===== src/rtl/n_term_cfg_pipe.sv =====
// North-edge terminal tile: retimed configuration frame pass-through plus
// a per-wire maskable N-to-S loopback whose enables and mode come from a
// config word captured on the rising edge of one frame strobe.
module n_term_cfg_pipe #(
  parameter int unsigned MaxFramesPerCol = 20,
  parameter int unsigned FrameBitsPerRow = 32,
  parameter int unsigned PIPE_STAGES     = 1,
  parameter int unsigned LOOP_WIDTH      = 24,
  parameter int unsigned CFG_FRAME       = 0
) (
  input  logic                       UserCLK,
  input  logic                       RST,
  input  logic [FrameBitsPerRow-1:0] FrameData,
  input  logic [MaxFramesPerCol-1:0] FrameStrobe,
  output logic [FrameBitsPerRow-1:0] FrameData_O,
  output logic [MaxFramesPerCol-1:0] FrameStrobe_O,
  input  logic [LOOP_WIDTH-1:0]      N_END,
  output logic [LOOP_WIDTH-1:0]      S_BEG,
  output logic [7:0]                 CfgWriteCount
);

  // Illegal parameter combinations stop elaboration.
  if (PIPE_STAGES > 3) begin : g_bad_pipe
    $error("n_term_cfg_pipe: PIPE_STAGES must be in 0..3");
  end
  if (LOOP_WIDTH + 1 > FrameBitsPerRow) begin : g_bad_loop
    $error("n_term_cfg_pipe: LOOP_WIDTH+1 must not exceed FrameBitsPerRow");
  end
  if (CFG_FRAME >= MaxFramesPerCol) begin : g_bad_frame
    $error("n_term_cfg_pipe: CFG_FRAME must be below MaxFramesPerCol");
  end

  // Frame bus: either a straight wire or a reset-clearable shift pipeline.
  if (PIPE_STAGES == 0) begin : g_comb
    assign FrameData_O   = FrameData;
    assign FrameStrobe_O = FrameStrobe;
  end else begin : g_pipe
    logic [FrameBitsPerRow-1:0] data_q   [PIPE_STAGES];
    logic [MaxFramesPerCol-1:0] strobe_q [PIPE_STAGES];

    // Shift data and strobe together so their alignment is preserved.
    always_ff @(posedge UserCLK or posedge RST) begin
      if (RST) begin
        for (int unsigned i = 0; i < PIPE_STAGES; i++) begin
          data_q[i]   <= '0;
          strobe_q[i] <= '0;
        end
      end else begin
        data_q[0]   <= FrameData;
        strobe_q[0] <= FrameStrobe;
        for (int unsigned i = 1; i < PIPE_STAGES; i++) begin
          data_q[i]   <= data_q[i-1];
          strobe_q[i] <= strobe_q[i-1];
        end
      end
    end

    assign FrameData_O   = data_q[PIPE_STAGES-1];
    assign FrameStrobe_O = strobe_q[PIPE_STAGES-1];
  end

  logic [LOOP_WIDTH-1:0] cfg_en;
  logic                  cfg_reg_mode;
  logic                  strobe_prev;
  logic [LOOP_WIDTH-1:0] N_q;
  logic                  capture;

  // Capture only on the first cycle of a high strobe, using the un-delayed bus.
  assign capture = FrameStrobe[CFG_FRAME] & ~strobe_prev;

  // Config capture, saturating write counter and the loopback retiming register.
  always_ff @(posedge UserCLK or posedge RST) begin
    if (RST) begin
      cfg_en        <= '0;
      cfg_reg_mode  <= 1'b0;
      strobe_prev   <= 1'b0;
      N_q           <= '0;
      CfgWriteCount <= '0;
    end else begin
      strobe_prev <= FrameStrobe[CFG_FRAME];
      N_q         <= N_END;
      if (capture) begin
        cfg_en       <= FrameData[LOOP_WIDTH-1:0];
        cfg_reg_mode <= FrameData[LOOP_WIDTH];
        if (CfgWriteCount != 8'hFF) begin
          CfgWriteCount <= CfgWriteCount + 8'd1;
        end
      end
    end
  end

  // Masked loopback, either straight through or from last cycle's sample.
  always_comb begin
    S_BEG = cfg_en & (cfg_reg_mode ? N_q : N_END);
  end

endmodule

===== config.mk =====
export PLATFORM = sky130hd
export DESIGN_NAME = n_term_cfg_pipe
export DESIGN_NICKNAME = d
export VERILOG_FILES = /design/src/rtl/n_term_cfg_pipe.sv
export SDC_FILE = /design/constraint.sdc
export NUM_CORES = 1
export LEC_CHECK = 0
export CAP_MARGIN = 30
export CORE_ASPECT_RATIO = 2
export CORE_MARGIN = 2
export CORE_UTILIZATION = 40
export CTS_CLUSTER_SIZE = 12
export DETAILED_ROUTE_END_ITERATION = 7
export DONT_BUFFER_PORTS = 1
export PLACE_DENSITY = 0.66
export SETUP_SLACK_MARGIN = 0.02
export SLEW_MARGIN = 20
export SYNTH_ARGS = -nofsm -noshare
export SYNTH_HDL_FRONTEND = slang
export SYNTH_SLANG_ARGS = --single-unit
export TNS_END_PERCENT = 30

===== constraint.sdc =====
create_clock -name UserCLK -period 3.1 [get_ports UserCLK]
set_input_delay 0.31 -clock UserCLK [delete_from_list [all_inputs] [get_ports UserCLK]]
set_output_delay 0.31 -clock UserCLK [all_outputs]
set_load 0.005 [all_outputs]

==> impl_metrics.ini, run 1 <==
[route]
routed_wl_microns = 7970
vias_per_cell = 4.95
vias = 2018
dr.pass1.iters = 4
drc = 0
avgRoutedWirePerCell_microns = 19.5
antenna_left = 0
drt_iter0_markers = 76

[setup_path]
criticalPathCategory = register to output pin
cp-startpoint = cfg_reg_mode$_DFFE_PP0P_
r2r-start = FrameStrobe_O[0]$_DFF_PP0_
regToRegSetupSlack_ns = 1.20
timing.rr.end = CfgWriteCount[1]$_DFFE_PP0P_
crit_required_ns = 2.79
crit_end = S_BEG[16]
critical_path_arrival_ns = 1.66
cp-start-kind = register
crit_path_end_kind = output pin
reg2reg_depth = 3
crit_fanout = 19

[synthesis]
yosysSeqAreaShare_pct = 74.5
synth-async-reset-ratio_pct = 100
avgSynthCellArea_sq_um = 16.9
synth_flop_cell = dfrtp_1
yosys_warnings = 0
syn_area_sq_um = 3660
synth_edf_count = 0
ys_ff_latch = 109
ys_top_cells_by_count = dfrtp_1 (109), mux2_2 (26), nor2b_1 (25)
synth_fp_nets = 296
yosysTopAreaCellShare_pct = 74.5
ys_types = 25
yosys-top-cells-area = dfrtp_1 (75%), mux2_2 (8.0%), mux2i_1 (6.6%)
post-synth-top-count-cell = dfrtp_1
synth_top_cell_by_area = dfrtp_1
synth_cells = 217

[floorplan]
die_h_microns = 139
core_sq_um = 8950
initial_core_util_pct = 40.9
die_area_sq_um = 9980
dieWidth_microns = 71.7
rows = 49
pin_count = 162

[power]
ir_worst_vdd_v = 0.000505
p_leak_nw = 2.13
powerDensity_nw_per_um2 = 654

[global_routing]
grt_pass1_vias = 2347
grt_pass1_wl_microns = 12500
grt_usage_pct = 16.7
grt_max_degree = 54
antenna_found_initial = 0
grt_overflow_total = 0

[placed_design]
dp_slack_ns = 1.20
gp_congestion = 0.722
dpl.hpwl_microns = 5000
portBuffers = 0

[run_status]
outcome = complete, no violations

[clock_network]
cts_resized = 0
cts_tree = built
clk_path_buf_depth = 2
path_clk_slew_ns = 0.08
clkLatencyLatePin_ns = 0.33
ctsHtreeMaxLevel = 3
post_cts_buffers = 0
numCtsBuffers = 9
clock_sinks = 109
hold_buffers = 77
cts_root_buffer = clkbuf_16

[sta]
hold_viol = 0
rsz0062_at_grt = no
clock_skew_ns = 0.00617
drv_slew = 0
fin_setup_tns_ns = 0
setup_viol = 0
fmax_ghz = 0.507
fin_crit_sh_pct = 63.7
layout_setup_ws_ns = 1.13
slew_headroom_pct = 37.7
worstMarginPinSlew_ns = 0.933
period_needed_ns = 1.97

[finish]
fill_cells = 729
synthToLayoutAreaGrowth_pct = 32.4
antenna_cells = 0
layout.nets = 380
drive_gt1_share_pct = 16.7

[min_path]
worstHoldPathType = input pin to register

[run]
maxCapViolations = 0
[per-stage QoR]
step,util [%],power (mW),std cells,cell area (sq um),hold WS [ns]
global placement,42.2,1.97,315,3780,0.104
finish,54.2,3.17,408,4850,0.120
global route,54.2,3.32,408,4850,0.103
detailed placement,42.2,1.99,315,3780,0.111
CTS,54.2,3.20,408,4850,0.110
floorplan,-,1.91,217,3660,0.341
[flip-flops by register name, summed over array words and instances, names as in the netlist]
| name | cells |
|---|---|
| FrameData_O | 32 |
| N_q | 24 |
| cfg_en | 24 |
| FrameStrobe_O | 20 |
| CfgWriteCount | 8 |
| cfg_reg_mode | 1 |
[cells by family after synthesis]
| logic type | after synthesis | share of synthesized area [%] |
|---|---|---|
| simple gates | 37 | 6.97 |
| flops | 109 | 74.5 |
| mux | 50 | 14.6 |
| xor+xnor | 4 | 0.957 |
| fa+ha+maj | 1 | 0.342 |
| buf+inv | 9 | 1.67 |
| compound gates | 7 | 0.991 |
[report_power, final]
part	switching (mW)	internal, mW
Sequential	0.121	1.56
Combinational	0.151	0.203
Clock	0.504	0.631
[final cells by class]
cell class / count / area, sq um / share of cell area (%)
clock inverters: 7 / 73.8 / 1.52
well taps: 102 / 128 / 2.63
multi-input cells: 99 / 877 / 18.1
inverters: 2 / 11.3 / 0.232
flip-flops and latches: 109 / 2730 / 56.3
clock buffers: 9 / 225 / 4.65
repair buffers: 80 / 806 / 16.6
[per-layer routing]
layer	vias up	routed length, microns	GRT usage (%)
met1	1026	2760	18.1
met2	80	4540	29.3
met3	16	421	4.13
met4	0	244	8.24
li1	896	-	-
met5	-	0	0
[placed cells by master, fill, tap and decap left out, types with 2 or more instances in the layout]
master / instances
xor2_1: 2
a21oi_1: 5
xnor2_1: 2
dlygate4sd3_1: 77
buf_4: 2
dfrtp_1: 109
clkinv_2: 2
nor2_1: 2
nor2b_1: 25
mux2i_1: 24
clkinvlp_4: 2
mux2_2: 26
inv_6: 2
clkbuf_16: 9
[worst min-delay path by stage]
stage,from,endpoint,cells past startpoint
final,FrameData[0],cfg_en[0]$_DFFE_PP0P_,1
after floorplan,FrameData[0],FrameData_O[0]$_DFF_PP0_,0
after detailed placement,RST,FrameData_O[2]$_DFF_PP0_,1
after global placement,RST,FrameData_O[26]$_DFF_PP0_,1
after global routing,FrameData[7],cfg_en[7]$_DFFE_PP0P_,1
after CTS,FrameData[2],cfg_en[2]$_DFFE_PP0P_,1
[critical path, stage by stage, from the launching register on]
cell	delay [ns]
dfrtp_1	0.57
buf_4	0.42
mux2i_1	0.25
nor2b_1	0.09
Note: power is estimated with default switching activity, not from simulation.
==> inputs of run 2 (changes only) <==
==> constraint.sdc (replaced) <==
create_clock -name UserCLK -period 1.73 [get_ports UserCLK]
set_input_delay 0.173 -clock UserCLK [delete_from_list [all_inputs] [get_ports UserCLK]]
set_output_delay 0.173 -clock UserCLK [all_outputs]
set_load 0.005 [all_outputs]
==> run 2 against run 1 <==
  * First-iteration DRC count increased by 20%
  * Global-route usage decreased by 0.14 points
  * Sequential share of layout area unchanged
  * Sequential power increased by 78%
  * Setup slack got worse by 0.91 ns
  * Non-clock buffer count increased by 1
  * Die area unchanged
  * Count of clock-buffer cells in the layout increased by 1
  * Final cell count unchanged
  * Flip-flop and latch count unchanged
==> impl_metrics.ini, run 2 (synthesized netlist as in run 1, its figures left out) <==
[run_status]
outcome = complete, no violations

[floorplan]
initial_core_util_pct = 40.9
rows = 49
core_sq_um = 8950
pin_count = 162
die_area_sq_um = 9980
die_h_microns = 139
dieWidth_microns = 71.7

[finish]
synthToLayoutAreaGrowth_pct = 32.4
largest_reg_flops = 32
antenna_cells = 0
drive_gt1_share_pct = 16.3
fill_cells = 710
final_common_cell = dfrtp_1
layout.nets = 381
mostFrequentLayoutCells = dfrtp_1 (109), dlygate4sd3_1 (77), mux2_2 (26), nor2b_1 (25), mux2i_1 (24)

[run]
maxCapViolations = 0

[clock_network]
clkLatencyLatePin_ns = 0.33
ctsHtreeMaxLevel = 3
cts_tree = built
numCtsBuffers = 9
clock_sinks = 109
path_clk_slew_ns = 0.06
clk_path_buf_depth = 2
cts_root_buffer = clkbuf_16

[setup_path]
worstSetupPathDepth = 4
critical_path_arrival_ns = 1.73
crit_required_ns = 1.95
cp-start-kind = register
slowest_stage = dfrtp_1
crit_fanout = 4
reg2reg_depth = 4
path_delay_family = flip-flops
path_buf_inv = 0
crit_path_max_incr_delay_ns = 0.46
criticalPathCategory = register to register
crit_chain = ha_1, nand3_1, o21ai_1, mux2_2
crit_path_end_kind = register

[power]
p_leak_nw = 2.12
ir_worst_vdd_v = 0.000771
powerDensity_nw_per_um2 = 1130

[route]
routed_wl_microns = 7750
avgRoutedWirePerCell_microns = 19.0
antenna_left = 0
dr.pass1.iters = 2
drt_iter0_markers = 91
drc = 0
vias = 1982
vias_per_cell = 4.86

[global_routing]
met3_usage_pct = 4.34
grt_overflow_total = 0
antenna_found_initial = 0
grt_pass1_wl_microns = 12300
grt_pass1_vias = 2355
top_usage_layer = met2
grt_max_degree = 110
grtUsageMet2_pct = 30.4
grt_usage_pct = 16.5
met1_usage_pct = 16.7

[sta]
fin_crit_sh_pct = 87.2
rsz0062_at_grt = no
hold_ws_ns = 0.203
hold_viol = 0
clock_skew_ns = 0.00365
fin_setup_tns_ns = 0
slew_headroom_pct = 62.6
drv_slew = 0
fmax_ghz = 0.663
worstMarginPinSlew_ns = 0.561
period_needed_ns = 1.51
setup_viol = 0

[placed_design]
gp_congestion = 0.789
portBuffers = 0
dpl.hpwl_microns = 4950

[min_path]
hold_depth = 2
worstHoldPathType = input pin to register
-- run 2: changes by cell type in the layout (fill, tap and decap cells not counted) --
| cell | before | now |
|---|---|---|
| buf_4 | 2 | 1 |
| clkinv_2 | 2 | 1 |
| clkinvlp_4 | 2 | 3 |
| bufinv_16 | 1 | 0 |
| inv_6 | 2 | 1 |
| clkbuf_1 | 0 | 1 |
| buf_12 | 1 | 3 |
-- run 2: layout make-up --
type,instances,area [sq um],share of cell area [%]
Sequential cell,109,2730,56.3
Multi-Input combinational cell,99,877,18.1
Timing Repair Buffer,81,838,17.3
Clock buffer,10,229,4.72
Tap cell,102,128,2.63
Clock inverter,5,37.5,0.774
Inverter,2,11.3,0.232
-- run 2: where the power goes --
group | internal, mW | leakage [nW] | total [mW] | switching [mW]
Combinational | 0.387 | 0.724 | 0.687 | 0.301
Clock | 0.973 | 0.125 | 1.82 | 0.851
Sequential | 2.79 | 1.27 | 2.99 | 0.192
-- run 2: metrics by stage --
step                cells  setup slack (ns)  utilization (%)  power [mW]  instance area (sq um)
global route          408             0.124             54.2        5.77                   4850
finish                408             0.221             54.2        5.50                   4850
floorplan             217             0.242                -        3.42                   3660
global placement      316             0.259             42.6        3.56                   3810
CTS                   408             0.197             54.2        5.57                   4850
detailed placement    316             0.216             42.6        3.58                   3810
-- run 2: timing repair --
action / CTS / global route
setup buffers: 0 / 0
endpoints found under the hold margin: 210 / 0
resized for setup: 0 / 0
hold buffers: 77 / 0
-- run 2: path summary, 6_finish.rpt --
path / start / to / slack, ns
worst max-delay path: CfgWriteCount[0]$_DFFE_PP0P_ / CfgWriteCount[1]$_DFFE_PP0P_ / 0.22
worst min-delay path: FrameStrobe[0] / CfgWriteCount[2]$_DFFE_PP0P_ / 0.20
worst max register to register: CfgWriteCount[0]$_DFFE_PP0P_ / CfgWriteCount[1]$_DFFE_PP0P_ / 0.22
worst min register to register: cfg_en[21]$_DFFE_PP0P_ / cfg_en[21]$_DFFE_PP0P_ / 0.50
max in group asynchronous: RST / cfg_en[15]$_DFFE_PP0P_ / 0.83
min in group asynchronous: RST / FrameData_O[23]$_DFF_PP0_ / 0.46
-- run 2: metal layers --
| metal | routed length [microns] | vias to the layer above |
|---|---|---|
| li1 | - | 890 |
| met1 | 2650 | 1007 |
| met2 | 4540 | 72 |
| met3 | 379 | 13 |
| met4 | 189 | 0 |
| met5 | 0 | - |
==> inputs of run 3 (changes only) <==
--- a/config.mk
+++ b/config.mk
@@ -6,13 +6,15 @@
 export NUM_CORES = 1
 export LEC_CHECK = 0
 export CAP_MARGIN = 30
+export CELL_PAD_IN_SITES_DETAIL_PLACEMENT = 0
+export CELL_PAD_IN_SITES_GLOBAL_PLACEMENT = 1
 export CORE_ASPECT_RATIO = 2
 export CORE_MARGIN = 2
 export CORE_UTILIZATION = 40
 export CTS_CLUSTER_SIZE = 12
 export DETAILED_ROUTE_END_ITERATION = 7
 export DONT_BUFFER_PORTS = 1
-export PLACE_DENSITY = 0.66
+export PLACE_DENSITY = 0.78
 export SETUP_SLACK_MARGIN = 0.02
 export SLEW_MARGIN = 20
 export SYNTH_ARGS = -nofsm -noshare
==> run 3 against run 2 <==
  * Final cell count is 0.49% higher
  * Non-clock buffer count is 1 higher
  * Maximum frequency is 2.9% lower
  * Flip-flop and latch count stayed put
  * Global-route usage is 0.14 points lower
  * Critical endpoint is now S_BEG[17]
  * Highest routed layer unchanged
  * Count of clock-buffer cells in the layout is 1 higher
==> impl_metrics.ini, run 3 (synthesized netlist as in run 1, its figures left out) <==
[sta]
fin_crit_sh_pct = 89.8
hold_viol = 0
clock_skew_ns = 0.00791
worstMarginPinSlew_ns = 0.327
drv_slew = 0
period_needed_ns = 1.55
fmax_ghz = 0.644
setup_viol = 0
slew_headroom_pct = 78.2
fin_setup_tns_ns = 0
rsz0062_at_grt = no
hold_ws_ns = 0.176

[finish]
final_common_cell = dfrtp_1
antenna_cells = 0
final_core_util_pct = 55.0
synthToLayoutAreaGrowth_pct = 34.4
mostFrequentLayoutCells = dfrtp_1 (108), dlygate4sd3_1 (77), mux2_2 (26), nor2b_1 (25), mux2i_1 (24)
stdcell_area_sq_um = 4920
largest_reg_flops = 32
drive_gt1_share_pct = 17.5
layout.nets = 382

[power]
power_frac_clock_pct = 36.6
p_leak_nw = 2.16
switching_share_pct = 24.0
powerDensity_nw_per_um2 = 1180
switching_power_mw = 1.39
power.internal_mw = 4.40
seq_power_share_pct = 51.9
ir_worst_vdd_v = 0.000775
total_power_mw = 5.78
p_comb_share_pct = 11.5

[min_path]
hp-start = FrameStrobe[0]
worstHoldPathType = input pin to register

[setup_path]
crit_path_end_kind = output pin
r2r-start = CfgWriteCount[0]$_DFFE_PP0P_
path_delay_family = flip-flops
crit_chain = buf_12, mux2i_1, nor2b_1
cp-startpoint = cfg_reg_mode$_DFFE_PP0P_
slowest_stage = dfrtp_2
crit_required_ns = 1.56
critical_path_arrival_ns = 1.38
crit_path_max_incr_delay_ns = 0.49
cp-start-kind = register
regToRegSetupSlack_ns = 0.21
path_buf_inv = 1
crit_fanout = 16
criticalPathCategory = register to output pin

[floorplan]
pin_count = 162
rows = 49
dieWidth_microns = 71.7
die_h_microns = 139
initial_core_util_pct = 40.9
die_area_sq_um = 9980
core_sq_um = 8950

[clock_network]
clk_path_buf_depth = 2
cts_root_buffer = clkbuf_16
post_cts_buffers = 0
clkLatencyLatePin_ns = 0.34
ctsHtreeMaxLevel = 3
cts_tree = built
numCtsBuffers = 9
clock_sinks = 109
path_clk_slew_ns = 0.07

[route]
met1Wirelength_microns = 2520
vias = 2027
routed_wl_microns = 7870
dr.pass1.iters = 4
antenna_left = 0
drc = 0
vias_per_cell = 4.94
dr_wl_met2_microns = 4600
wl_met3_microns = 452
drt_iter0_markers = 49
top_layer = met4
avgRoutedWirePerCell_microns = 19.2

[run_status]
outcome = complete, no violations

[placed_design]
dpl.hpwl_microns = 4960
placed_area_sq_um = 3830
gp_congestion = 0.742
portBuffers = 0

[global_routing]
grt_max_degree = 64
grt_overflow_total = 0
grt_pass1_wl_microns = 12000
antenna_found_initial = 0
grt_usage_pct = 16.4
grt_pass1_vias = 2298

[run]
maxCapViolations = 0
run 3: power by group through the flow:
stage	Combinational (mW)	Clock, mW	Sequential (mW)
3_3_place_gp	0.502	0	3.04
4_1_cts	0.676	2.18	3.01
5_1_grt	0.731	2.29	3.04
6_report	0.665	2.11	3.00
2_1_floorplan	0.430	0	2.99
3_5_place_dp	0.524	0	3.05
run 3: area by class of cell:
| cell class | count | area, sq um |
|---|---|---|
| fillers | 731 | 4030 |
| repair buffers | 82 | 858 |
| clock inverters | 5 | 65.1 |
| well taps | 102 | 128 |
| inverters | 2 | 11.3 |
| clock buffers | 11 | 253 |
| multi-input cells | 99 | 877 |
| flip-flops and latches | 109 | 2730 |
run 3: what timing repair did:
item                                    in CTS  in global routing
endpoints found under the setup margin       0                  2
gates resized for setup                      0                  1
endpoints found under the hold margin      210                  0
hold buffers                                77                  0
run 3: per-stage QoR:
stage,setup WS (ns),instances
2_1_floorplan,0.242,217
6_report,0.176,410
3_3_place_gp,0.267,317
4_1_cts,0.0715,410
3_5_place_dp,0.222,317
5_1_grt,0.125,410
run 3: path summary, 6_finish.rpt:
check                                                to  cells past startpoint
max                                           S_BEG[17]                      3
min reg2reg                       cfg_en[7]$_DFFE_PP0P_                      1
min                        CfgWriteCount[2]$_DFFE_PP0P_                      2
max reg2reg                CfgWriteCount[1]$_DFFE_PP0P_                      4
max in group asynchronous      cfg_reg_mode$_DFFE_PP0P_                      3
min in group asynchronous      FrameData_O[0]$_DFF_PP0_                      3
run 3: layer usage:
metal	up-vias	global-route usage [%]
met5	-	0
met2	79	29.7
met4	0	9.24
li1	900	-
met3	19	5.07
met1	1029	15.7
run 3: worst reg2reg max path: stages (launching register included):
cell,delay (ns)
dfrtp_1,0.47
ha_1,0.23
nand3_1,0.12
o21ai_1,0.24
mux2_2,0.36
